$ cat src/rtl/rs_syndrome_calc.sv
// rs_syndrome_calc
//   Syndrome stage of the RS(255,249) decoder. It takes one GF(2^8) symbol
//   per accepted beat and uses Horner's rule to compute S_j = r(alpha^j)
//   for j = 1..6, with alpha = 8'h02 and field polynomial 0x11D.
//   The first symbol of a codeword is the coefficient of x^(N_SYM-1).
//
// Ports
//   clk        clock; all state changes on posedge
//   rst_n      asynchronous, active-low reset
//   in_valid   in_data holds a symbol this cycle
//   in_sop     marks the first symbol of a codeword (qualified by in_valid)
//   in_data    received symbol
//   in_ready   a symbol is accepted when in_valid & in_ready
//   w1..w6     syndromes S1..S6; held until the next codeword completes
//   signal     one-cycle pulse: w1..w6 are newly valid
//   nonzero    updated with signal; set when any syndrome is non-zero
//   frame_err  one-cycle pulse: in_sop arrived mid-codeword (restart)
//
// State table
//   state | meaning
//   IDLE  | waiting for an in_sop beat; beats without sop are dropped
//   ACCUM | Horner accumulation of the codeword in progress
//   DONE  | one dead cycle with signal high; input stalled

module multiply (
    input  logic [7:0] a_i,
    input  logic [7:0] b_i,
    output logic [7:0] p_o
);
    logic [7:0] a_sh;
    logic [7:0] acc;

    // Shift-and-add product. Reduction by x^8 = x^4+x^3+x^2+1 (0x11D).
    always_comb begin
        acc  = 8'h00;
        a_sh = a_i;
        for (int i = 0; i < 8; i++) begin
            if (b_i[i]) acc = acc ^ a_sh;
            a_sh = {a_sh[6:0], 1'b0} ^ (a_sh[7] ? 8'h1D : 8'h00);
        end
        p_o = acc;
    end
endmodule

module rs_syndrome_calc #(
    parameter int N_SYM = 255
) (
    input  logic       clk,
    input  logic       rst_n,
    input  logic       in_valid,
    input  logic       in_sop,
    input  logic [7:0] in_data,
    output logic       in_ready,
    output logic [7:0] w1,
    output logic [7:0] w2,
    output logic [7:0] w3,
    output logic [7:0] w4,
    output logic [7:0] w5,
    output logic [7:0] w6,
    output logic       signal,
    output logic       nonzero,
    output logic       frame_err
);
    typedef enum logic [1:0] {IDLE, ACCUM, DONE} state_t;

    state_t     state_q;
    logic [7:0] count_q;
    logic [7:0] acc_q [6];
    logic [7:0] w_q   [6];
    logic       signal_q;
    logic       nonzero_q;
    logic       frame_err_q;

    logic [7:0] prod     [6];
    logic [7:0] horner_d [6];
    logic       nonzero_d;
    logic       accept;
    logic       last_beat;

    assign in_ready  = (state_q != DONE);
    assign accept    = in_valid & in_ready;
    assign last_beat = (count_q == 8'(N_SYM - 1));

    // alpha^(j+1) = 1 << (j+1) for j = 0..5; no reduction is needed.
    for (genvar j = 0; j < 6; j++) begin : g_syn
        localparam logic [7:0] ALPHA_J = 8'(1 << (j + 1));
        multiply u_mul (
            .a_i (acc_q[j]),
            .b_i (ALPHA_J),
            .p_o (prod[j])
        );
        assign horner_d[j] = prod[j] ^ in_data;
    end

    always_comb begin
        nonzero_d = 1'b0;
        for (int j = 0; j < 6; j++) nonzero_d = nonzero_d | (|horner_d[j]);
    end

    always_ff @(posedge clk or negedge rst_n) begin
        if (!rst_n) begin
            state_q     <= IDLE;
            count_q     <= 8'd0;
            signal_q    <= 1'b0;
            nonzero_q   <= 1'b0;
            frame_err_q <= 1'b0;
            for (int j = 0; j < 6; j++) begin
                acc_q[j] <= 8'h00;
                w_q[j]   <= 8'h00;
            end
        end else begin
            signal_q    <= 1'b0;
            frame_err_q <= 1'b0;
            case (state_q)
                IDLE: begin
                    if (accept && in_sop) begin
                        for (int j = 0; j < 6; j++) acc_q[j] <= in_data;
                        count_q <= 8'd1;
                        state_q <= ACCUM;
                    end
                end
                ACCUM: begin
                    if (accept) begin
                        if (in_sop) begin
                            frame_err_q <= 1'b1;
                            for (int j = 0; j < 6; j++) acc_q[j] <= in_data;
                            count_q <= 8'd1;
                        end else if (last_beat) begin
                            // The final Horner step goes straight to the outputs,
                            // so signal and w1..w6 become valid on the same edge.
                            w_q       <= horner_d;
                            signal_q  <= 1'b1;
                            nonzero_q <= nonzero_d;
                            count_q   <= 8'd0;
                            state_q   <= DONE;
                        end else begin
                            acc_q   <= horner_d;
                            count_q <= count_q + 8'd1;
                        end
                    end
                end
                DONE:    state_q <= IDLE;
                default: state_q <= IDLE;
            endcase
        end
    end

    assign w1        = w_q[0];
    assign w2        = w_q[1];
    assign w3        = w_q[2];
    assign w4        = w_q[3];
    assign w5        = w_q[4];
    assign w6        = w_q[5];
    assign signal    = signal_q;
    assign nonzero   = nonzero_q;
    assign frame_err = frame_err_q;
endmodule

$ cat config.mk
export PLATFORM = sky130hd
export DESIGN_NAME = rs_syndrome_calc
export DESIGN_NICKNAME = d
export VERILOG_FILES = /design/src/rtl/rs_syndrome_calc.sv
export SDC_FILE = /design/constraint.sdc
export NUM_CORES = 1
export LEC_CHECK = 0
export BUFFER_PORTS_ARGS = -buffer_cell sky130_fd_sc_hd__buf_2
export CAP_MARGIN = 20
export CORE_MARGIN = 4
export CORE_UTILIZATION = 38
export CTS_CLUSTER_DIAMETER = 60
export CTS_CLUSTER_SIZE = 12
export DETAILED_ROUTE_END_ITERATION = 8
export MAX_ROUTING_LAYER = met4
export PLACE_DENSITY = 0.59
export SETUP_SLACK_MARGIN = 0.3
export SYNTH_ARGS = -nofsm -noshare
export SYNTH_HDL_FRONTEND = slang
export SYNTH_SLANG_ARGS = --single-unit
export TNS_END_PERCENT = 100
$ cat constraint.sdc
create_clock -name clk -period 2.7 [get_ports clk]
set_input_delay 0.27 -clock clk [delete_from_list [all_inputs] [get_ports clk]]
set_output_delay 0.27 -clock clk [all_outputs]
set_load 0.02 [all_outputs]
* After elaboration in Yosys (flattened, before gate mapping) *
Index checks and enable logic that the tools add are counted.

storage, ports and cells
  register bits after elaboration = 109
  bits in latches = 0
  RAM bits = 0
  bits in read-only memories = 0
  input port bits = 12
  output and inout port bits = 52
  memories = 0

operators by class
  $add $sub $neg = 1
  $mul = 0
  divide/modulo/power cells = 0
  magnitude comparators = 0
  eq/ne operators = 8
  shift operators = 0
  muxes and demuxes = 43
  bitwise gates (word level) = 34
  reductions and logical operators = 13

operator list
  operator                                                         count
  8-bit bitwise XOR                                                27
  48-bit two-way mux                                               4
  5-bit two-way mux                                                21
  48-bit one-hot mux with 2 select lines                           1
  8-bit OR reduction                                               6
  8-bit two-way mux                                                4
  8-bit one-hot mux with 2 select lines                            1
  4-bit AND reduction                                              3
  2-bit != test, second input constant                             5
  8-bit by 1-bit adder with 8-bit output, second input constant    1
  8-bit == test, second input constant                             1
  2-bit two-way mux                                                4
  1-bit two-way mux                                                7
  1-bit bitwise OR                                                 5
  2-bit one-hot mux with 2 select lines                            1
  3-bit != test, second input constant                             1
  3-bit AND reduction                                              1
  2-bit by 1-bit == test with 1-bit output, second input constant  1
  2-bit logical NOT                                                1
  2-bit nonzero test                                               1
  1-bit AND                                                        1
  1-bit logical AND                                                1
  1-bit NOT                                                        1

* Logic depth before layout (Yosys ltp) *
  depth after elaboration = 17
  gate-level depth with buffers = 10
  depth with buffers taken out = 8

* By module *
From an unflattened synthesis, not the netlist that was laid out.

unflattened totals
  cells, all modules = 1605
  area, all modules = 12650.9 um2

modules (own cells, without submodules)
  module                         times used  cells an instance  area an instance (um2)
  multiply (g_syn[1].u_mul ...)  5           173                1224.9
  rs_syndrome_calc               1           575                5351.4
  multiply (g_syn[0].u_mul)      1           165                1174.9

* Worst setup path after synthesis *
OpenSTA, ideal clock, no wires.

  path kind = flip-flop to flip-flop
  from = register acc_q[3] in the netlist's numbering
  to = register nonzero_q (netlist: nonzero)
  library setup time = 0.126 ns
  arrival time = 1.995 ns
  data required time = 2.574 ns
  path slack = 0.579 ns
  stages on the path, launching flop included = 8
  path buffers = 1
  cells stage by stage = dfrtp_1 buf_2 xor2_1 xor2_1 or4_4 nor4b_2 nand3_1 o32a_1

on the way
  cells in the longest elaborated chain, start to end = 10

ends and longest elaborated chain
  what                            RTL line  RTL
  from (decl)                     68        logic [7:0] acc_q [6];
  from (signal assigned)          137       acc_q <= horner_d;
  8-bit bitwise XOR (4 in a row)  39        a_sh = {a_sh[6:0], 1'b0} ^ (a_sh[7] ? 8'h1D : 8'h00);
  5-bit two-way mux               39
  8-bit bitwise XOR (2 in a row)  39
  8-bit bitwise XOR               92        assign horner_d[j] = prod[j] ^ in_data;
  8-bit OR reduction              97        for (int j = 0; j < 6; j++) nonzero_d = nonzero_d | (|horner_d[j]);
  1-bit bitwise OR                97
  to (signal assigned)            133       nonzero_q <= nonzero_d;
  to (decl)                       71        logic nonzero_q;

No other way between the ends.
A chain may end at the register's enable or synchronous reset.

* Worst setup path in the final report *
  from = register acc_q[47] in the netlist's numbering
  to = register nonzero_q (netlist: nonzero)

on the way
  cells in the longest elaborated chain, start to end = 9

ends and longest elaborated chain
  what                           RTL line
  5-bit two-way mux              39
  8-bit bitwise XOR              39
  8-bit bitwise XOR              92
  8-bit OR reduction             97
  1-bit bitwise OR (5 in a row)  97

No other way between the ends.

==> impl_metrics.env <==
export IMPL_finalNetCount=738
export IMPL_initial_core_util=0.394
export IMPL_setup_tns_final_ns=0
export IMPL_wl_met1_um=7000
export IMPL_p_comb_frac=0.456
export IMPL_fp_row_count=45
export IMPL_ctsHoldBuffers=0
export IMPL_period_needed_ns=2.25
export IMPL_clock_latency_ns=0.36
export IMPL_worstPathMaxFanout=8
export IMPL_p_leak_nw=3.18
export IMPL_clock_root_buffer="clkbuf_16"
export IMPL_synthArstFlopShare=1.00
export IMPL_drv_cap=0
export IMPL_p_sw_frac=0.410
export IMPL_grt_start_max_net_pins=59
export IMPL_synth_area_sq_um=6080
export IMPL_die_h_um=135
export IMPL_io_pins=64
export IMPL_drt_iter0_drc=336
export IMPL_postCtsSetupBuffers=0
export IMPL_hp_class="in2async"
export IMPL_synth_area_leader_cell="dfrtp_1"
export IMPL_area_delta_synth_final_pct=13.8
export IMPL_drtAntennaViolNets=0
export IMPL_cts_path_max_buffers=2
export IMPL_synthFlopType="dfrtp_1"
export IMPL_seqPwrFrac=0.343
export IMPL_via_per_inst=5.10
export IMPL_place_gp_congestion=0.929
export IMPL_cts_buffers=9
export IMPL_fin_crit_sh=0.835
export IMPL_routed_wl_um=15500
export IMPL_yosys_warnings=0
export IMPL_syn_nets=699
export IMPL_seq_area_frac_synth=0.448
export IMPL_grt_pass1_vias=4772
export IMPL_portBuffers=63
export IMPL_place_ws_ns=0.454
export IMPL_antenna_found_initial=1
export IMPL_setup_violations=0
export IMPL_rr_worst_depth=6
export IMPL_detail_route_first_pass_iterations=5
export IMPL_drv_slew=0
export IMPL_relSlewSlack=0.419
export IMPL_track_usage=0.186
export IMPL_status="complete, but fails checks"
export IMPL_r2r_slack_ns=0.45
export IMPL_crit_type="reg2reg"
export IMPL_htreeDepth=3
export IMPL_clkPwrFrac=0.201
export IMPL_switchingPower_w=0.00279
export IMPL_global_route_overflow_total=0
export IMPL_p_int_w=0.00401
export IMPL_dp_hpwl_um=11200
export IMPL_arrival_ns=2.50
export IMPL_violations="negative hold slack"
export IMPL_rr_endpoint="nonzero"
export IMPL_wl_per_cell_um=16.5
export IMPL_setup_ws_ns=0.445
export IMPL_clock_sinks=109
export IMPL_drive_gt1_frac=0.151
export IMPL_netlist_top_cells_area="dfrtp_1 (45%), xnor2_1 (10%), nand2_1 (10%)"
export IMPL_crit_path_end_kind="register"
export IMPL_fin_hold_ws_ns=-0.00778
export IMPL_rsz0062_at_grt="false"
export IMPL_die_area_sq_um=18100
export IMPL_post_cts_resized=0
export IMPL_drc_errors=0
export IMPL_startpoint_type="register"
export IMPL_clk_pin_slew_ns=0.07
export IMPL_ir_drop_uv=464
export IMPL_hold_viol=24
export IMPL_syn_inst=685
export IMPL_synth_edff_count=0
export IMPL_num_vias=4796
export IMPL_fmax_ghz=0.444
export IMPL_powerDensity_nw_per_um2=982
export IMPL_top_layer_used="met4"
export IMPL_crit_reg2reg_launch="acc_q[47]"
export IMPL_grt_first_pass_wirelength_um=25700
export IMPL_core_area_sq_um=15400
export IMPL_required_ns=2.95
export IMPL_met3_length_um=678
export IMPL_worstMarginPinSlew_ns=0.871
export IMPL_synthDistinctLibCells=47
export IMPL_synth_seq_cells=109
export IMPL_die_x_um=135
export IMPL_syn_area_per_cell_sq_um=8.88
export IMPL_skew_ns=0.00625
export IMPL_met2_length_um=7490
export IMPL_cts_tree="built"
export IMPL_yosysTopAreaCellShare=0.448
## state kept, by name, summed over array words and instances, names as in the netlist
register	count
w2	8
w5	8
signal	1
nonzero	1
count_q	8
acc_q	48
frame_err	1
w1	8
state_q	2
w6	8
w3	8
w4	8
## logic make-up after synthesis
group	Yosys count	synth area share
AND/OR/NAND/NOR	240	0.170
XOR/XNOR	142	0.209
AO/OA/AOI/OAI	127	0.119
flip-flops	109	0.448
buffers and inverters	61	0.0426
multiplexers	4	0.00679
adder cells (fa/ha/maj)	2	0.00411
## routing by layer
layer,up-vias,global-route usage
met5,-,-
met4,0,0.0639
met3,25,0.0343
met2,121,0.294
met1,2334,0.241
li1,2316,-
## layout by cell type, fill, tap and decap left out, types with 3 or more instances in the layout
cell / netlist / routed
nand2_1: 163 / 163
dfrtp_1: 109 / 109
o21ai_0: 81 / 81
xnor2_1: 70 / 70
xor2_1: 69 / 69
buf_2: 12 / 62
nor2_1: 26 / 26
a21oi_1: 21 / 21
buf_4: 0 / 20
nand3_1: 10 / 9
clkbuf_16: 0 / 9
a31oi_1: 7 / 7
and2_1: 6 / 6
nand4_1: 5 / 5
o32ai_1: 5 / 5
nor3_1: 5 / 5
inv_1: 4 / 4
and3_1: 4 / 4
o31ai_1: 4 / 4
mux2i_1: 3 / 3
or3_1: 3 / 3
nor4_1: 3 / 3
## worst max-delay path by stage
stage | startpoint | end | slack [ns] | cells past startpoint
floorplan | acc_q[3] | nonzero | 0.58 | 7
global placement | acc_q[47] | nonzero | 0.50 | 6
detailed placement | acc_q[3] | nonzero | 0.45 | 6
CTS | acc_q[47] | nonzero | 0.44 | 6
global route | acc_q[3] | nonzero | 0.34 | 6
finish | acc_q[47] | nonzero | 0.45 | 6
## per-stage QoR
stage               instances  area (sq um)  power [W]  hold WS (ns)   util
floorplan                 685          6080    0.00457       -0.0256      -
global placement          924          6620    0.00540         0.395  0.429
detailed placement        924          6620    0.00545         0.402  0.429
CTS                       940          6920    0.00684        0.0134  0.449
global route              941          6920    0.00727        0.0517  0.449
finish                    941          6920    0.00680      -0.00778  0.449
## worst max-delay path: stages (launching register included)
cell and delay [ns]:
dfrtp_1 0.50, xor2_2 0.23, xnor2_1 0.16, or4_4 0.53, nor4b_2 0.26, nand3_1 0.11
o32a_1 0.35
## power by group through the flow
stage | Sequential [W] | Clock (W) | Combinational (W)
3_5_place_dp | 0.00236 | 0 | 0.00309
2_1_floorplan | 0.00208 | 0 | 0.00249
5_1_grt | 0.00238 | 0.00147 | 0.00342
3_3_place_gp | 0.00234 | 0 | 0.00306
4_1_cts | 0.00233 | 0.00140 | 0.00311
6_report | 0.00233 | 0.00137 | 0.00310
## cell type report
type                    instances  area (sq um)
diodes                          1          2.50
clock buffers                  11           243
clock inverters                 5          60.1
fillers                      1553          8510
inverters                       5          18.8
multi-input cells             515          3110
flip-flops and latches        109          2730
well taps                     211           264
repair buffers                 84           500
## cell usage after synthesis (2+ instances only)
library cell	n
nor4_1	3
ha_1	2
nor2_1	26
nor3b_1	2
xor2_1	69
nand2b_1	2
nand4_1	5
or2_2	2
inv_1	4
mux2i_1	3
o21ai_0	81
o32ai_1	5
nor2b_1	2
o31ai_1	4
clkbuf_1	35
a21oi_1	21
or3_1	3
a31oi_1	7
and4_1	2
nand2_1	163
dfrtp_1	109
xnor2_1	70
buf_6	2
buf_2	12
or4_1	2
nand3_1	10
and3_1	4
and2_1	6
nor3_1	5
buf_1	7
Note: power is estimated with default switching activity, not from simulation.
